[src/rtl/uart_frame_pkg.sv]
// rtl/uart_frame_pkg.sv - frame constants, FSM state type and drop-counter helper
package uart_frame_pkg;

  localparam logic [7:0] SYNC_BYTE = 8'hA5;
  localparam logic [7:0] TYPE_MEAS = 8'h01;
  localparam logic [7:0] TYPE_STAT = 8'h02;
  localparam logic [7:0] TYPE_HB   = 8'h03;

  typedef enum logic [1:0] {
    IDLE,
    SEND,
    WAIT,
    NEXT
  } state_t;

  // Adds up to two drop events to an 8-bit counter, pinning at 255
  function automatic logic [7:0] sat_add8(input logic [7:0] base, input logic [1:0] inc);
    logic [8:0] sum;
    sum = {1'b0, base} + {7'd0, inc};
    return (sum > 9'd255) ? 8'hFF : sum[7:0];
  endfunction

endpackage

[src/rtl/pending_slot.sv]
// rtl/pending_slot.sv - one-entry pending buffer with same-cycle refill and drop pulse
module pending_slot #(
  parameter int W = 8
) (
  input  logic         clk,
  input  logic         reset_n,
  input  logic         stb,
  input  logic [W-1:0] din,
  input  logic         take,
  output logic         full,
  output logic [W-1:0] dout,
  output logic         drop
);

  // A strobe is lost only when the slot is occupied and not being emptied this cycle
  assign drop = stb && full && !take;

  // Store on strobe into an empty (or emptying) slot; set wins over take
  always_ff @(posedge clk or negedge reset_n) begin
    if (!reset_n) begin
      full <= 1'b0;
      dout <= '0;
    end else if (stb && (!full || take)) begin
      full <= 1'b1;
      dout <= din;
    end else if (take) begin
      full <= 1'b0;
    end
  end

endmodule

[src/rtl/uart_frame_scheduler.sv]
// rtl/uart_frame_scheduler.sv - arbitrates meas/stat/heartbeat frames onto one uart_tx
module uart_frame_scheduler
  import uart_frame_pkg::*;
#(
  parameter int MEAS_W    = 32,
  parameter int HB_PERIOD = 50_000_000
) (
  input  logic              clk,
  input  logic              reset_n,
  input  logic              meas_stb,
  input  logic [MEAS_W-1:0] meas_data,
  input  logic              stat_stb,
  input  logic [7:0]        stat_data,
  output logic              tx_dv,
  output logic [7:0]        tx_byte,
  input  logic              tx_active,
  input  logic              tx_done,
  output logic              busy,
  output logic [7:0]        drop_cnt
);

  localparam int PAY_BYTES = MEAS_W / 8;
  localparam int IDX_W     = $clog2(PAY_BYTES + 3);

  state_t            state;
  logic [IDX_W-1:0]  byte_idx;
  logic [IDX_W-1:0]  last_idx;
  logic [7:0]        frame_type;
  logic [7:0]        chk_acc;
  logic [7:0]        cur_byte;
  logic [MEAS_W-1:0] pay_sr;

  logic              meas_full;
  logic              meas_drop;
  logic [MEAS_W-1:0] meas_dout;
  logic              stat_full;
  logic              stat_drop;
  logic [7:0]        stat_dout;
  logic              take_meas;
  logic              take_stat;
  logic              take_hb;
  logic              hb_pend;
  logic              hb_tick;

  pending_slot #(.W(MEAS_W)) u_meas_slot (
    .clk     (clk),
    .reset_n (reset_n),
    .stb     (meas_stb),
    .din     (meas_data),
    .take    (take_meas),
    .full    (meas_full),
    .dout    (meas_dout),
    .drop    (meas_drop)
  );

  pending_slot #(.W(8)) u_stat_slot (
    .clk     (clk),
    .reset_n (reset_n),
    .stb     (stat_stb),
    .din     (stat_data),
    .take    (take_stat),
    .full    (stat_full),
    .dout    (stat_dout),
    .drop    (stat_drop)
  );

  assign busy = (state != IDLE);

  // Fixed priority meas > stat > heartbeat, only granted while idle
  always_comb begin
    take_meas = 1'b0;
    take_stat = 1'b0;
    take_hb   = 1'b0;
    if (state == IDLE) begin
      if (meas_full) begin
        take_meas = 1'b1;
      end else if (stat_full) begin
        take_stat = 1'b1;
      end else if (hb_pend) begin
        take_hb = 1'b1;
      end
    end
  end

  // Byte mux: SYNC, TYPE, payload MSB-first from the shift register, then CHK
  always_comb begin
    cur_byte = chk_acc;
    if (byte_idx == '0) begin
      cur_byte = SYNC_BYTE;
    end else if (byte_idx == IDX_W'(1)) begin
      cur_byte = frame_type;
    end else if (byte_idx != last_idx) begin
      cur_byte = pay_sr[MEAS_W-1 -: 8];
    end
  end

  generate
    if (HB_PERIOD > 0) begin : g_hb
      logic [31:0] hb_timer;

      assign hb_tick = (hb_timer == 32'(HB_PERIOD - 1));

      // Free-running heartbeat timer, wraps at HB_PERIOD-1
      always_ff @(posedge clk or negedge reset_n) begin
        if (!reset_n) begin
          hb_timer <= '0;
        end else if (hb_tick) begin
          hb_timer <= '0;
        end else begin
          hb_timer <= hb_timer + 32'd1;
        end
      end
    end else begin : g_no_hb
      assign hb_tick = 1'b0;
    end
  endgenerate

  // Heartbeat request flag; a new tick while pending simply keeps it set
  always_ff @(posedge clk or negedge reset_n) begin
    if (!reset_n) begin
      hb_pend <= 1'b0;
    end else if (hb_tick) begin
      hb_pend <= 1'b1;
    end else if (take_hb) begin
      hb_pend <= 1'b0;
    end
  end

  // Saturating count of strobes lost to full slots
  always_ff @(posedge clk or negedge reset_n) begin
    if (!reset_n) begin
      drop_cnt <= '0;
    end else begin
      drop_cnt <= sat_add8(drop_cnt, {1'b0, meas_drop} + {1'b0, stat_drop});
    end
  end

  // Frame sequencer: load winner, then SEND/WAIT/NEXT per byte over the DV/Done handshake
  always_ff @(posedge clk or negedge reset_n) begin
    if (!reset_n) begin
      state      <= IDLE;
      tx_dv      <= 1'b0;
      tx_byte    <= '0;
      byte_idx   <= '0;
      last_idx   <= '0;
      frame_type <= '0;
      chk_acc    <= '0;
      pay_sr     <= '0;
    end else begin
      tx_dv <= 1'b0;
      case (state)
        IDLE: begin
          byte_idx <= '0;
          chk_acc  <= '0;
          if (take_meas) begin
            frame_type <= TYPE_MEAS;
            pay_sr     <= meas_dout;
            last_idx   <= IDX_W'(PAY_BYTES + 2);
            state      <= SEND;
          end else if (take_stat) begin
            frame_type <= TYPE_STAT;
            pay_sr     <= MEAS_W'(stat_dout) << (MEAS_W - 8);
            last_idx   <= IDX_W'(3);
            state      <= SEND;
          end else if (take_hb) begin
            frame_type <= TYPE_HB;
            pay_sr     <= MEAS_W'(drop_cnt) << (MEAS_W - 8);
            last_idx   <= IDX_W'(3);
            state      <= SEND;
          end
        end
        SEND: begin
          if (!tx_active) begin
            tx_dv   <= 1'b1;
            tx_byte <= cur_byte;
            // TYPE and payload bytes feed the checksum; SYNC and CHK do not
            if (byte_idx != '0 && byte_idx != last_idx) begin
              chk_acc <= chk_acc ^ cur_byte;
            end
            state <= WAIT;
          end
        end
        WAIT: begin
          if (tx_done) begin
            state <= NEXT;
          end
        end
        NEXT: begin
          if (byte_idx == last_idx) begin
            state <= IDLE;
          end else begin
            if (byte_idx >= IDX_W'(2)) begin
              pay_sr <= pay_sr << 8;
            end
            byte_idx <= byte_idx + 1'b1;
            state    <= SEND;
          end
        end
        default: state <= IDLE;
      endcase
    end
  end

endmodule

[config.mk]
export PLATFORM = sky130hd
export DESIGN_NAME = uart_frame_scheduler
export DESIGN_NICKNAME = d
export VERILOG_FILES = /design/src/rtl/uart_frame_pkg.sv /design/src/rtl/pending_slot.sv /design/src/rtl/uart_frame_scheduler.sv
export SDC_FILE = /design/constraint.sdc
export NUM_CORES = 1
export LEC_CHECK = 0
export CORE_AREA = 2 2 98 124
export DETAILED_ROUTE_END_ITERATION = 16
export DIE_AREA = 0 0 100 126
export PLACE_DENSITY = 0.81
export SYNTH_ARGS = -nofsm -noshare
export SYNTH_HDL_FRONTEND = slang
export SYNTH_SLANG_ARGS = --single-unit
[constraint.sdc]
create_clock -name clk -period 3.6 [get_ports clk]
set_input_delay 0.36 -clock clk [delete_from_list [all_inputs] [get_ports clk]]
set_output_delay 0.36 -clock clk [all_outputs]
set_load 0.02 [all_outputs]
# --- Word-level counts from Yosys, hierarchy flattened ---
# Cells that the tools add are included.
# Widths: inputs -> output; s select.
word_totals:
  out_inout_bits: 18
  inputBits: 46
  ff_bits: 148
op_classes:
  muxes: 46
  reduce_logical: 29
  eq_ne: 13
  n_lt_le_gt_ge: 2
  n_bitwise: 2
  n_addsub: 4
ops:
  columns: ["op", "count"]
  rows:
  - ["$mux 32", 6]
  - ["$mux 8", 9]
  - ["$pmux 32 s2", 1]
  - ["$add 32x1->32 const B", 1]
  - ["$eq 32x26->1 const B", 1]
  - ["$mux 1", 18]
  - ["$pmux 8 s2", 1]
  - ["$mux 3", 4]
  - ["$reduce_bool 2->1", 6]
  - ["$mux 2", 5]
  - ["$ne 2x2->1 const B", 5]
  - ["$add 8x2->9", 1]
  - ["$gt 9x8->1 const B", 1]
  - ["$pmux 2 s4", 1]
  - ["$xor 8x8->8", 1]
  - ["$logic_and 1x1->1", 7]
  - ["$pmux 3 s2", 1]
  - ["$reduce_and 2->1", 3]
  - ["$reduce_and 3->1", 2]
  - ["$reduce_bool 3->1", 2]
  - ["$eq 2x2->1 const B", 2]
  - ["$logic_not 1->1", 4]
  - ["$ne 4x2->1 const B", 1]
  - ["$reduce_and 4->1", 1]
  - ["11 further kinds", 12]

# --- Logic depth before layout (Yosys ltp) ---
depth:
  ltp_word: 9
  depth_mapped: 12
  mapped_depth_nobuf: 11

# --- Hierarchy ---
# Synthesis repeated with hierarchy kept, for this count alone.
hier_totals:
  hier_cells: 622
  hier_area_um2: 6811.5
modules_own_cells:
  columns: ["module", "area_each_um2", "seq_area_each_um2", "instances", "cells_each"]
  rows:
  - ["uart_frame_scheduler", 5034.8, 2477.4, 1, 527]
  - ["pending_slot at u_meas_slot", 1395.1, 825.8, 1, 73]
  - ["pending_slot at u_stat_slot", 381.6, 225.2, 1, 22]

# --- Least setup slack after synthesis ---
# Ideal clock, no wire load.
synth_timing:
  kind: "register to register"
  start: "reg state[0]"
  end: "reg drop_cnt[6]"
  setup_ns: 0.133
  period_less_slack_ns: 2.420
  n_path_buf: 1
  required_ns: 3.467
  arrival_time_ns: 2.288
  setup_slack_ns: 1.180
  path_stages_with_launch: 13
  cell_sequence: "dfrtp_1 -> inv_1 -> ha_1 -> buf_2 -> inv_1 -> nand3_1 -> fa_1 -> inv_1 -> ha_1 -> and3_1 -> nand3_1 -> nor2_1 -> mux2i_1"
synth_via:
  elab_chain_cells: 8
  elab_cells_between_ends: 11
  cone_classes: "add/sub: 2; order compare: 1; mux: 3; reduce/logical: 5"
synth_lines:
  columns: ["element", "line_no", "rtl"]
  rows:
  - ["from (decl)", "uart_frame_scheduler.sv:25", "state_t state;"]
  - ["from (signal assigned)", "uart_frame_scheduler.sv:141", "state <= IDLE;"]
  - ["from (signal assigned)", "uart_frame_scheduler.sv:159", "state <= SEND;"]
  - ["from (signal assigned)", "uart_frame_scheduler.sv:164", "state <= SEND;"]
  - ["$logic_not 2->1 *", "uart_frame_scheduler.sv:74", "if (state == IDLE) begin"]
  - ["$mux 1", "uart_frame_scheduler.sv:74", null]
  - ["$logic_not 1->1", "pending_slot.sv:16", "assign drop = stb && full && !take;"]
  - ["$logic_and 1x1->1", "pending_slot.sv:16", null]
  - ["$add 1x1->2 *", "uart_frame_scheduler.sv:134", "drop_cnt <= sat_add8(drop_cnt, {1'b0, meas_drop} + {1'b0, stat_drop});"]
  - ["$add 8x2->9 *", "uart_frame_pkg.sv:19", "sum = {1'b0, base} + {7'd0, inc};"]
  - ["$gt 9x8->1", "uart_frame_pkg.sv:20", "return (sum > 9'd255) ? 8'hFF : sum[7:0];"]
  - ["$mux 8 *", "uart_frame_pkg.sv:20", null]
  - ["to (signal assigned)", "uart_frame_scheduler.sv:134", null]
  - ["to (decl)", "uart_frame_scheduler.sv:19", "output logic [7:0] drop_cnt"]
# Every way passes the cells marked *; elsewhere a longest branch is shown, timed or not.
# A chain may end at the register's enable or synchronous reset.

# --- Final worst setup path ---
layout_timing:
  start: "reg state[0]"
  end: "out busy"
layout_via:
  elab_chain_cells: 1
layout_lines:
  columns: ["element", "line_no", "rtl"]
  rows:
  - ["$reduce_bool 2->1", "uart_frame_scheduler.sv:67", "assign busy = (state != IDLE);"]
  - ["to (decl)", "uart_frame_scheduler.sv:18", "output logic busy,"]
# Every way passes these cells.

==> impl_metrics.ini <==
[run_status]
outcome = complete, no violations

[clocking]
cts_sinks = 141
root_buffer = clkbuf_16
post-cts-setup-buffers = 0
cts_inserted_buffers = 17
cts-hold-fix-buffers = 0
post_cts_resized = 0
cts_max_level = 4
cts_tree = built
clkLatencyLatePin_ps = 430
clk_path_buf_depth = 2
clk_pin_slew_ps = 60

[critical_path]
regToRegStartpoint = state[0]$_DFFE_PN0P_
path_class = reg -> out
crit_fanout = 20
worst_setup_path_start_kind = flip-flop
crit_path_end_kind = output port
worstPathArrival_ps = 2510
required_ps = 3240
crit_start = state[0]$_DFFE_PN0P_

[timing]
worst_slack_ps = 733.1
finClkSkew_ps = 7.058
min_period_ps = 2867
worst_pin_slew_ps = 878.8
relSlewSlack = 0.4141
max_freq_mhz = 348.8
setup_viol = 0
finalCritPeriodShare = 0.7964
setup_tns_ps = 0
slew_viol_final = 0
hold_viol_final = 0
rsz0062_at_grt = no

[final_layout]
drive_above_1_share = 0.1387
area_delta_synth_final_pct = 20.45
final_util = 0.6958
stdcell_count = 823
nNetsFinal = 730
fill_cells = 818
diodes = 0

[yosys]
ys.flop_type = dfrtp_1
ys_types = 61
synth_xor_area_frac = 0.04766
syn-num-nets = 671
netlist_area_um2 = 6615
synth_cells = 613
synthTopCellsByArea = dfrtp_1 (53%), mux2_2 (7.0%), nand2_1 (4.1%)
yosysWarnings = 0
synthMuxAreaShare = 0.08946
yosysMostFrequentCell = dfrtp_1
synth_top_family_by_area = simple AND/OR/NAND/NOR gates
synth-simple-area-share = 0.1767
synthAdderAreaFrac = 0.02383
avgSynthCellArea_um2 = 10.79
ys_ff_latch = 141
synth_top_area_share = 0.5334
synth_top_cell_by_area = dfrtp_1
async_reset_ff_frac = 1.000
synth_compound_area_frac = 0.09627
synth_edf_count = 0
yosysSeqAreaShare = 0.5334
synthTopCellsByCount = dfrtp_1 (141), nand2_1 (72), nor2_1 (51), mux2_2 (41), nand3_1 (29)

[grt]
overflow = 0
grt_pass1_vias = 5077
grt_max_degree = 94
grt_pass1_wl_um = 24580
grtUsageTotal = 0.2489
antenna_found_initial = 0

[die]
die_w_um = 100
fp-row-count = 44
io_pins = 64
coreArea_um2 = 11450
die_area_um2 = 12600
die_h_um = 126
start_util = 0.5777

[pwr]
ir_drop_mv = 0.5138
p_per_area_nw_per_um2 = 881.0
leakage_nw = 3.575

[place]
dpl.hpwl_um = 9671
port_buffers = 63
gp_congestion = 0.8243
dp_cells = 791
dp_slack_ps = 904.9

[drt]
wl_um = 14470
vias = 4909
viasPerCell = 5.965
drt_first_pass_iters = 4
drt_iter0_drc = 356
wl_per_cell_um = 17.58
antenna_left = 0
drc = 0

[min_path]
hold_path_class = in -> async

[run]
maxCapViolCount = 0
[path summary, 6_finish.rpt]
path / end / slack (ps) / cells past startpoint
worst max-delay path: busy / 730 / 4
worst min-delay path: u_stat_slot.dout[2]$_DFFE_PN0P_ / 20 / 1
worst max register to register: drop_cnt[6]$_DFF_PN0_ / 800 / 11
worst min register to register: pay_sr[7]$_DFFE_PN0P_ / 470 / 2
max in group asynchronous: u_meas_slot.dout[11]$_DFFE_PN0P_ / 2680 / 2
min in group clk: pay_sr[7]$_DFFE_PN0P_ / 470 / 2
[registers in the layout, indices dropped and copies added, names as in the netlist]
register,flops
g_hb.hb_timer,32
pay_sr,32
u_meas_slot.dout,32
chk_acc,8
drop_cnt,8
tx_byte,8
u_stat_slot.dout,8
byte_idx,3
last_idx,3
state,2
frame_type,1
hb_pend,1
tx_dv,1
u_meas_slot.full,1
u_stat_slot.full,1
[cell families (layout without fill, tap and decap cells)]
family	count (synthesis)	in the layout
AOI/OAI and AO/OA	92	92
buffers and inverters	50	122
muxes	54	54
xor gates and xnor gates	36	36
adders and majority gates	12	12
DFF	141	141
and+or+nand+nor	228	228
[where the power goes]
part | leakage [nW] | switching [mW] | internal, mW
Clock | 0.311 | 0.665 | 1.24
Sequential | 1.76 | 0.430 | 2.15
Combinational | 1.51 | 1.42 | 1.10
[critical path, cell delays in order (launching register included)]
cell and delay, ps:
dfrtp_1 430, inv_1 130, ha_1 620, inv_1 270, clkdlybuf4s50_1 630
[layout by cell type (no fill, tap or decap), types with 3 or more instances in the layout]
cell type          n
o22ai_1            6
mux2i_1           13
inv_1             21
nor3_1            14
nand3_1           29
mux2_2            41
and2_1             3
o2111ai_1          7
dfrtp_1          141
nand3b_1           6
ha_1              11
xor2_1            19
o31ai_1            3
clkinv_2           3
o21ai_0           16
buf_4              6
nor2b_1            6
a21oi_1           24
clkbuf_1           3
nand4_1            6
nand2b_1           8
clkbuf_16         17
a32o_1             3
clkdlybuf4s50_1   62
a21o_1             4
a221oi_1          16
and3_1            10
nand2_1           72
nor2_1            51
bufinv_16          5
xnor2_1           17
[area by class of cell]
| class | instances | area (µm²) | share of cell area |
|---|---|---|---|
| Tap cell | 138 | 172.7 | 0.02167 |
| Sequential cell | 141 | 3528 | 0.4428 |
| Inverter | 21 | 78.83 | 0.009893 |
| Timing Repair Buffer | 69 | 676.9 | 0.08496 |
| Multi-Input combinational cell | 422 | 2870 | 0.3602 |
| Clock buffer | 21 | 450.4 | 0.05653 |
| Clock inverter | 11 | 190.2 | 0.02387 |
[through the flow]
step           hold slack [ps]  area (µm²)  power, mW
2_1_floorplan            64.41        6615      4.317
3_3_place_gp             449.4        7327      4.922
3_5_place_dp             456.0        7327      5.072
4_1_cts                  36.53        7968      7.026
5_1_grt                  91.36        7968      7.440
6_report                 17.31        7968      7.019
[layer usage]
layer | GRT usage | routed length, µm
met5 | 0 | 0
met4 | 0.1080 | 441
met3 | 0.06326 | 777
met2 | 0.4213 | 7562
met1 | 0.3004 | 5687
Power figures use the tool's default switching activity.
